==> src/rtl/knowles32_pkg.sv <==
`default_nettype none
// ============================================================================
// knowles32_pkg: shared widths, LFSR polynomial, corner vectors and FSM states
// Revision: 1.0
// ============================================================================
package knowles32_pkg;

  localparam int WIDTH = 32;
  localparam logic [WIDTH-1:0] LFSR_POLY = 32'h8020_0003;

  typedef struct packed {
    logic [WIDTH-1:0] a;
    logic [WIDTH-1:0] b;
    logic             ci;
  } vec_t;

  localparam vec_t CORNER_0 = {32'hFFFF_FFFF, 32'h0000_0000, 1'b1};
  localparam vec_t CORNER_1 = {32'hFFFF_FFFF, 32'hFFFF_FFFF, 1'b1};
  localparam vec_t CORNER_2 = {32'h0000_0000, 32'h0000_0000, 1'b0};
  localparam vec_t CORNER_3 = {32'h8000_0000, 32'h8000_0000, 1'b0};

  typedef enum logic [2:0] {
    IDLE   = 3'd0,
    DRIVE  = 3'd1,
    SETTLE = 3'd2,
    CHECK  = 3'd3,
    DONE   = 3'd4
  } state_e;

  function automatic vec_t corner_vec(input logic [1:0] idx);
    vec_t v;
    case (idx)
      2'd0:    v = CORNER_0;
      2'd1:    v = CORNER_1;
      2'd2:    v = CORNER_2;
      default: v = CORNER_3;
    endcase
    return v;
  endfunction

  // Right-shifting Galois form: the tap mask is the bit-reversed polynomial
  function automatic logic [WIDTH-1:0] lfsr_next(input logic [WIDTH-1:0] x);
    return {1'b0, x[WIDTH-1:1]} ^ (x[0] ? LFSR_POLY : '0);
  endfunction

endpackage
`default_nettype wire

==> src/rtl/knowles32_lfsr.sv <==
`default_nettype none
// ============================================================================
// knowles32_lfsr: 32-bit Galois LFSR exposing one-step and two-step lookahead
// Revision: 1.0
// ============================================================================
module knowles32_lfsr
  import knowles32_pkg::*;
#(
  parameter logic [WIDTH-1:0] SEED = 32'd255
) (
  input  logic             clk,
  input  logic             rst,
  input  logic             load,
  input  logic             step,
  output logic [WIDTH-1:0] next1,
  output logic [WIDTH-1:0] next2
);

  localparam logic [WIDTH-1:0] SEED_EFF = (SEED == '0) ? WIDTH'(1) : SEED;

  logic [WIDTH-1:0] state_q, state_d;

  always_comb begin
    next1   = lfsr_next(state_q);
    next2   = lfsr_next(next1);
    state_d = state_q;
    if (load) begin
      state_d = SEED_EFF;
    end else if (step) begin
      state_d = next2;
    end
  end

  always_ff @(posedge clk) begin
    if (rst) begin
      state_q <= SEED_EFF;
    end else begin
      state_q <= state_d;
    end
  end

endmodule
`default_nettype wire

==> src/rtl/knowles32_bist.sv <==
`default_nettype none
// ============================================================================
// knowles32_bist: drives vectors into a 32-bit adder and checks S/Co against a
// behavioural sum. Define KNOWLES32_BIST_STOP_ON_FAIL_EN to stop at first error.
// Revision: 1.0
// ============================================================================
module knowles32_bist
  import knowles32_pkg::*;
#(
  parameter int               TRIALS        = 100000,
  parameter logic [WIDTH-1:0] SEED          = 32'd255,
  parameter int               SETTLE_CYCLES = 1,
  parameter int               CNT_W         = 32
) (
  input  logic             clk,
  input  logic             rst,
  input  logic             start,
  input  logic [WIDTH-1:0] S,
  input  logic             Co,
  output logic [WIDTH-1:0] A,
  output logic [WIDTH-1:0] B,
  output logic             Ci,
  output logic             busy,
  output logic             done,
  output logic             pass,
  output logic [CNT_W-1:0] err_count,
  output logic [CNT_W-1:0] trial_count,
  output logic [WIDTH-1:0] fail_a,
  output logic [WIDTH-1:0] fail_b,
  output logic             fail_ci
);

  localparam logic [31:0] SETTLE_LAST =
    (SETTLE_CYCLES > 0) ? 32'(SETTLE_CYCLES - 1) : 32'd0;

  state_e           state_q, state_d;
  logic [WIDTH-1:0] a_q, a_d, b_q, b_d, fail_a_q, fail_a_d, fail_b_q, fail_b_d;
  logic             ci_q, ci_d, fail_ci_q, fail_ci_d;
  logic             busy_q, busy_d, done_q, done_d, pass_q, pass_d;
  logic [CNT_W-1:0] err_q, err_d, trial_q, trial_d;
  logic [31:0]      settle_q, settle_d;

  logic             lfsr_load, lfsr_step, go, mismatch, last_trial;
  logic [WIDTH-1:0] lfsr_n1, lfsr_n2;
  logic [WIDTH:0]   exp_sum;
  logic [CNT_W-1:0] trial_inc;

  knowles32_lfsr #(.SEED(SEED)) u_lfsr (
    .clk   (clk),
    .rst   (rst),
    .load  (lfsr_load),
    .step  (lfsr_step),
    .next1 (lfsr_n1),
    .next2 (lfsr_n2)
  );

  always_comb begin
    state_d   = state_q;
    a_d       = a_q;
    b_d       = b_q;
    ci_d      = ci_q;
    busy_d    = busy_q;
    done_d    = done_q;
    pass_d    = pass_q;
    err_d     = err_q;
    trial_d   = trial_q;
    fail_a_d  = fail_a_q;
    fail_b_d  = fail_b_q;
    fail_ci_d = fail_ci_q;
    settle_d  = settle_q;
    lfsr_load = 1'b0;
    lfsr_step = 1'b0;

    exp_sum    = {1'b0, a_q} + {1'b0, b_q} + {{WIDTH{1'b0}}, ci_q};
    mismatch   = ({Co, S} != exp_sum);
    trial_inc  = trial_q + 1'b1;
    last_trial = (trial_inc == CNT_W'(TRIALS));
    // busy stays high through the cycle that publishes done, so a start there is dropped
    go = start && !busy_q && ((state_q == IDLE) || (state_q == DONE));

    case (state_q)
      DRIVE: begin
        if (trial_q < CNT_W'(4)) begin
          {a_d, b_d, ci_d} = corner_vec(trial_q[1:0]);
        end else begin
          a_d       = lfsr_n1;
          b_d       = lfsr_n2;
          ci_d      = lfsr_n1[WIDTH-1];
          lfsr_step = 1'b1;
        end
        settle_d = '0;
        state_d  = (SETTLE_CYCLES == 0) ? CHECK : SETTLE;
      end
      SETTLE: begin
        if (settle_q == SETTLE_LAST) begin
          state_d = CHECK;
        end else begin
          settle_d = settle_q + 1'b1;
        end
      end
      CHECK: begin
        trial_d = trial_inc;
        if (mismatch) begin
          if (err_q != '1) begin
            err_d = err_q + 1'b1;
          end
          if (err_q == '0) begin
            fail_a_d  = a_q;
            fail_b_d  = b_q;
            fail_ci_d = ci_q;
          end
        end
`ifdef KNOWLES32_BIST_STOP_ON_FAIL_EN
        state_d = (last_trial || mismatch) ? DONE : DRIVE;
`else
        state_d = last_trial ? DONE : DRIVE;
`endif
      end
      DONE: begin
        if (!done_q) begin
          busy_d = 1'b0;
          done_d = 1'b1;
          pass_d = (err_q == '0);
        end
      end
      default: ;
    endcase

    if (go) begin
      state_d   = DRIVE;
      busy_d    = 1'b1;
      done_d    = 1'b0;
      pass_d    = 1'b0;
      err_d     = '0;
      trial_d   = '0;
      fail_a_d  = '0;
      fail_b_d  = '0;
      fail_ci_d = 1'b0;
      lfsr_load = 1'b1;
    end
  end

  always_ff @(posedge clk) begin
    if (rst) begin
      state_q   <= IDLE;
      a_q       <= '0;
      b_q       <= '0;
      ci_q      <= 1'b0;
      busy_q    <= 1'b0;
      done_q    <= 1'b0;
      pass_q    <= 1'b0;
      err_q     <= '0;
      trial_q   <= '0;
      fail_a_q  <= '0;
      fail_b_q  <= '0;
      fail_ci_q <= 1'b0;
      settle_q  <= '0;
    end else begin
      state_q   <= state_d;
      a_q       <= a_d;
      b_q       <= b_d;
      ci_q      <= ci_d;
      busy_q    <= busy_d;
      done_q    <= done_d;
      pass_q    <= pass_d;
      err_q     <= err_d;
      trial_q   <= trial_d;
      fail_a_q  <= fail_a_d;
      fail_b_q  <= fail_b_d;
      fail_ci_q <= fail_ci_d;
      settle_q  <= settle_d;
    end
  end

  assign A           = a_q;
  assign B           = b_q;
  assign Ci          = ci_q;
  assign busy        = busy_q;
  assign done        = done_q;
  assign pass        = pass_q;
  assign err_count   = err_q;
  assign trial_count = trial_q;
  assign fail_a      = fail_a_q;
  assign fail_b      = fail_b_q;
  assign fail_ci     = fail_ci_q;

endmodule
`default_nettype wire

==> config.mk <==
export PLATFORM = sky130hd
export DESIGN_NAME = knowles32_bist
export DESIGN_NICKNAME = d
export VERILOG_FILES = /design/src/rtl/knowles32_pkg.sv /design/src/rtl/knowles32_lfsr.sv /design/src/rtl/knowles32_bist.sv
export SDC_FILE = /design/constraint.sdc
export NUM_CORES = 1
export LEC_CHECK = 0
export CAP_MARGIN = 25
export CORE_MARGIN = 2
export CORE_UTILIZATION = 38
export CTS_CLUSTER_DIAMETER = 200
export DETAILED_ROUTE_END_ITERATION = 10
export PLACE_DENSITY = 0.57
export SLEW_MARGIN = 20
export SYNTH_ARGS = -nofsm -noshare
export SYNTH_HDL_FRONTEND = slang
export SYNTH_SLANG_ARGS = --single-unit
==> constraint.sdc <==
create_clock -name clk -period 7 [get_ports clk]
set_clock_uncertainty 0.1 [all_clocks]
set_input_delay 2.1 -clock clk [delete_from_list [all_inputs] [get_ports clk]]
set_output_delay 2.1 -clock clk [all_outputs]
set_load 0.05 [all_outputs]
Word level (Yosys, flattened, before mapping)
Index checks and enable logic that the tools add are counted.
{"block": "totals", "regBits": 264, "latchBits": 0, "ramBits": 0, "romBits": 0, "input_bits": 36, "out_inout_bits": 197, "elab_cells": 76, "memories": 0}
{"block": "op_classes", "addsub": 5, "multipliers": 0, "div": 0, "order_cmp": 1, "eq_ne": 13, "shifts": 0, "n_mux": 18, "bitwise": 3, "n_reduce_logical": 21}
{"cell": "$pmux 65 s3", "count": 1}
{"cell": "$mux 32", "count": 5}
{"cell": "$add 32x1->32 const B", "count": 3}
{"cell": "$logic_not 32->1", "count": 2}
{"cell": "$pmux 32 s2", "count": 1}
{"cell": "$xor 31x32->32", "count": 2}
{"cell": "$add 32x32->33", "count": 1}
{"cell": "$add 33x1->33", "count": 1}
{"cell": "$ne 33x33->1", "count": 1}
{"cell": "$eq 32x17->1 const B", "count": 1}
{"cell": "$lt 32x3->1 const B", "count": 1}
{"cell": "$ne 32x32->1 const B", "count": 1}
{"cell": "$reduce_and 2->1", "count": 5}
{"cell": "$pmux 3 s3", "count": 1}
{"cell": "$mux 1", "count": 8}
{"cell": "$eq 3x2->1 const B", "count": 2}
{"cell": "$mux 3", "count": 2}
{"cell": "$reduce_and 3->1", "count": 2}
{"cell": "$ne 2x2->1 const B", "count": 2}
{"cell": "$reduce_bool 2->1", "count": 2}
{"cell": "$reduce_bool 4->1", "count": 1}
{"cell": "$reduce_or 2->1", "count": 2}
{"cell": "$eq 3x1->1 const B", "count": 1}
{"cell": "$eq 3x3->1 const B", "count": 1}
{"cell": "other kinds (11)", "count": 12}

Depth between registers and ports, before layout
{"block": "logic_depth", "word_depth": 5, "depth_mapped": 16}

By module
A second synthesis with hierarchy kept.
{"block": "hier_totals", "cells_unflattened": 1789, "hier_area_um2": 14523.9}
{"mod": "knowles32_bist", "n_inst": 1, "cells_each": 1615, "area_per_inst_um2": 12867.3, "seq_area_each_um2": 4644.5}
{"mod": "knowles32_lfsr", "n_inst": 1, "cells_each": 174, "area_per_inst_um2": 1656.6, "seq_area_each_um2": 640.6}

Worst setup path before layout
OpenSTA, ideal clock, no wires.
{"block": "synth_timing", "path_kind": "in2reg", "startpoint": "in S[23]", "endpoint": "reg fail_a_q[1] (netlist: fail_a[1])", "setup_time_ps": 120, "arrival_time_ps": 4489, "t_required_ps": 6780, "path_slack_ps": 2291, "stages": 11, "n_path_buf": 2, "path_cell_list": "xor2_1 inv_1 and3_1 a2111oi_0 o2111ai_1 or4_1 nor4b_4 nor4_1 buf_6 buf_6 mux2i_1"}
{"block": "synth_via", "elab_chain_cells": 2}
{"item": "start: declaration", "line_no": "knowles32_bist.sv:18", "text": "input logic [WIDTH-1:0] S,"}
{"item": "$ne 33x33->1", "line_no": "knowles32_bist.sv:75", "text": "mismatch = ({Co, S} != exp_sum);"}
{"item": "$reduce_and 3->1 (no line)"}
{"item": "end signal: assignment", "line_no": "knowles32_bist.sv:168", "text": "fail_a_q <= fail_a_d;"}
{"item": "end: declaration", "line_no": "knowles32_bist.sv:37", "text": "logic [WIDTH-1:0] a_q, a_d, b_q, b_d, fail_a_q, fail_a_d, fail_b_q, fail_b_d;"}
Every way passes these cells.
A chain may end at the register's enable or synchronous reset.

Final worst setup path
{"block": "layout_timing", "startpoint": "in S[20]", "endpoint": "reg fail_b_q[17] (netlist: fail_b[17])"}
{"block": "layout_via", "elab_chain_cells": 2}
{"item": "$ne 33x33->1", "line_no": "knowles32_bist.sv:75"}
{"item": "$reduce_and 3->1 (no line)"}
{"item": "end signal: assignment", "line_no": "knowles32_bist.sv:169", "text": "fail_b_q <= fail_b_d;"}
{"item": "end: declaration", "line_no": "knowles32_bist.sv:37"}
Every way passes these cells.

==> metrics.cfg <==
[layout]
area_growth_pct=25.80
drive_above_1_share=0.04877
most-common-layout-cells=nand2_1, dfxtp_1, clkdlybuf4s50_1
multi_input_area_um2=8225
fin_nets=2000
final_common_cell=nand2_1
fillCellCount=3601
ff_latch_area_um2=5285
n_antenna_cell=0

[sta]
fmax_ghz=0.1870
setup_tns_ps=0
rsz0062_at_grt=false
worst_pin_slew_ps=1024
finalCritPeriodShare=0.7639
slew_viol_final=0
hold_viol_final=0
setup_viol=0
layout_min_cycle_time_ps=5348
max_slew_margin=0.3173

[place]
hpwl_um=34230
io_buffers=232
routabilityCongestion=0.9553

[yosys]
synth_compound_area_frac=0.1620
synth_top_family_by_area=simple AND/OR/NAND/NOR gates
synth_fp_nets=1837
synth-seq-cells=264
synth_cell_types=71
syn_area_um2=14120
synth_mux_area_frac=0.06131
synthXorXnorAreaFrac=0.06450
ys_seq_area_frac=0.3743
avgSynthCellArea_um2=8.023
yosys.area_share.simple=0.2554
async_flop_share=0
synth_flop_cell=dfxtp_1
ys.warnings.count=0
postSynthCellCount=1760
synth_edf_count=0
synth-adder-area-share=0.03739

[global_routing]
globalRouteTotalUtil=0.2305
grt_pass1_wl_um=71490
grt_pass1_vias=12450
grt_max_degree=85
antenna_found_initial=0
grt_overflow_total=0

[routing]
drtAntennaViolNets=0
drc=0
routed_via_density=5.614
detail_route.first_pass.iterations=6
drtIter0Drc=812
vias=13560
routed_wl_um=46680
routedWlPerCell_um=19.32

[clocking]
ctsResizeCount=0
postCtsSetupRepairBufs=0
clk_pin_slew_ps=70
clockBufferDepth=3
cts_root_buf=clkbuf_16
htree_levels=1
cts_hold_buf=0
numCtsBuffers=31
cts_tree=done
clk_latency_ps=580
clock_sinks=264

[setup_path]
crit_end=fail_b[17]
critPathLaunchType=input pin
crit_path_cell_trace=clkdlybuf4s50_1 > xor2_1 > o41ai_1 > mux2_2 > a2111oi_2 > nand4_1 > or4_1 > nor4b_4 > nor4_2 > buf_4 > buf_16 > mux2i_1
rr_worst_depth=14
worst_ep_required_time_ps=7350
cp.arrival_ps=5700
r2r-start=A[0]
r2r_setup_slack_ps=2020
path_class=input pin to flip-flop
slowest_stage=clkdlybuf4s50_1
crit_path_max_fanout=37
cp-end-kind=flip-flop
slowest_delay_ps=480
r2r-end=fail_b[17]
startpoint=S[20]

[floorplan]
die_y_um=196.8
die_w_um=196.8
start_util=0.3857
core_area_um2=36610
pin_count=233
rows=70
dieArea_um2=38720

[worst_hold_path]
hp-class=flip-flop to flip-flop
min_path_cells=2

[outcome]
status=completed

[pwr]
power_uw=4837
ir_worst_vdd_v=0.0001860
power_leakage_uw=0.005970
cellPowerDensity_nw_per_um2=272.3

[run]
drv_cap=0

-- flip-flops by register name, summed over array words and instances, names as in the netlist --
| signal | count |
|---|---|
| A | 32 |
| B | 32 |
| Ci | 1 |
| busy | 1 |
| done | 1 |
| err_count | 32 |
| fail_a | 32 |
| fail_b | 32 |
| fail_ci | 1 |
| pass | 1 |
| settle_q | 32 |
| state_q | 3 |
| trial_count | 32 |
| u_lfsr.state_q | 32 |
-- power by group --
group          switching, µW  internal (µW)  total [µW]
clock network            666           1000        1670
registers                153           1590        1740
logic                    952            475        1430
-- metal layers --
| layer | vias up | global-route usage | part of all wire |
|---|---|---|---|
| met5 | - | 0 | 0 |
| met4 | 0 | 0.05904 | 0.023 |
| met3 | 71 | 0.03474 | 0.055 |
| met2 | 352 | 0.3688 | 0.45 |
| met1 | 6506 | 0.3246 | 0.47 |
| li1 | 6635 | - | - |
-- final cells by class --
type / count / area share
multi-input combinational: 1344 / 0.4630
clock buffer: 44 / 0.05036
sequential: 264 / 0.2975
tap: 468 / 0.03296
timing repair buffer: 251 / 0.1400
inverter: 31 / 0.006550
clock inverter: 14 / 0.009579
-- through the flow --
stage	std cells	hold slack (ps)	utilization	area (µm²)	worst slack [ps]
after floorplan	1760	341.6	-	14120	2291
after global placement	2356	341.2	0.4550	16660	1066
after detailed placement	2358	346.0	0.4562	16700	1085
after CTS	2416	358.6	0.4852	17760	1680
after global routing	2416	368.6	0.4852	17760	1497
final	2416	355.2	0.4852	17760	1652
-- worst min-delay path by stage --
stage / from / end / slack (ps)
global route: fail_a[30] / fail_a[30] / 370
CTS: fail_a[19] / fail_a[19] / 360
finish: fail_a[19] / fail_a[19] / 360
global placement: fail_a[18] / fail_a[18] / 340
detailed placement: fail_a[26] / fail_a[26] / 350
floorplan: u_lfsr.state_q[12] / u_lfsr.state_q[10] / 340
-- Yosys cell counts (4+ instances only) --
library cell  instances  share of area
nor4_1               28          0.012
o21a_1               10         0.0053
nand3_1              55          0.019
buf_2                12         0.0043
o31ai_1              10         0.0053
nand4_1              68          0.030
a21oi_1             102          0.036
nor3_1               27         0.0096
nor3b_1               5         0.0027
or2_2                 8         0.0035
or4_1                12         0.0064
a21o_1                9         0.0048
nand2b_1             11         0.0049
nor2_1              177          0.047
nor4b_1               6         0.0037
and3_1               14         0.0062
dfxtp_1             264           0.37
a211oi_1              9         0.0048
ha_1                 39          0.035
a31oi_1               6         0.0027
o2bb2ai_1             4         0.0025
mux2_2                4         0.0032
buf_6                 6         0.0048
o311ai_0              4         0.0025
and4_1                5         0.0031
nand2_1             288          0.077
o211ai_1             14         0.0074
a311oi_1             58          0.036
xor2_1               66          0.041
and2_1                9         0.0040
clkbuf_1            100          0.027
nand3b_1              5         0.0027
a2111oi_0             6         0.0037
or3_1                36          0.016
inv_1                31         0.0082
nor2b_1               6         0.0027
mux2i_1              82          0.058
o21ai_0              65          0.023
o21ai_1              15         0.0053
xnor2_1              38          0.024
-- logic make-up after synthesis --
logic type | count (synthesis)
mux | 86
compound gates | 347
flops | 264
simple gates | 766
fa+ha+maj | 41
buf+inv | 152
xor+xnor | 104
-- worst max-delay path, delay by kind of cell --
kind            cells  cell delay (ps)
mux                 2              460
simple gates        4             1050
compound gates      2              500
xor+xnor            1              440
buf+inv             3             1060
(Power assumes the default switching activity.)
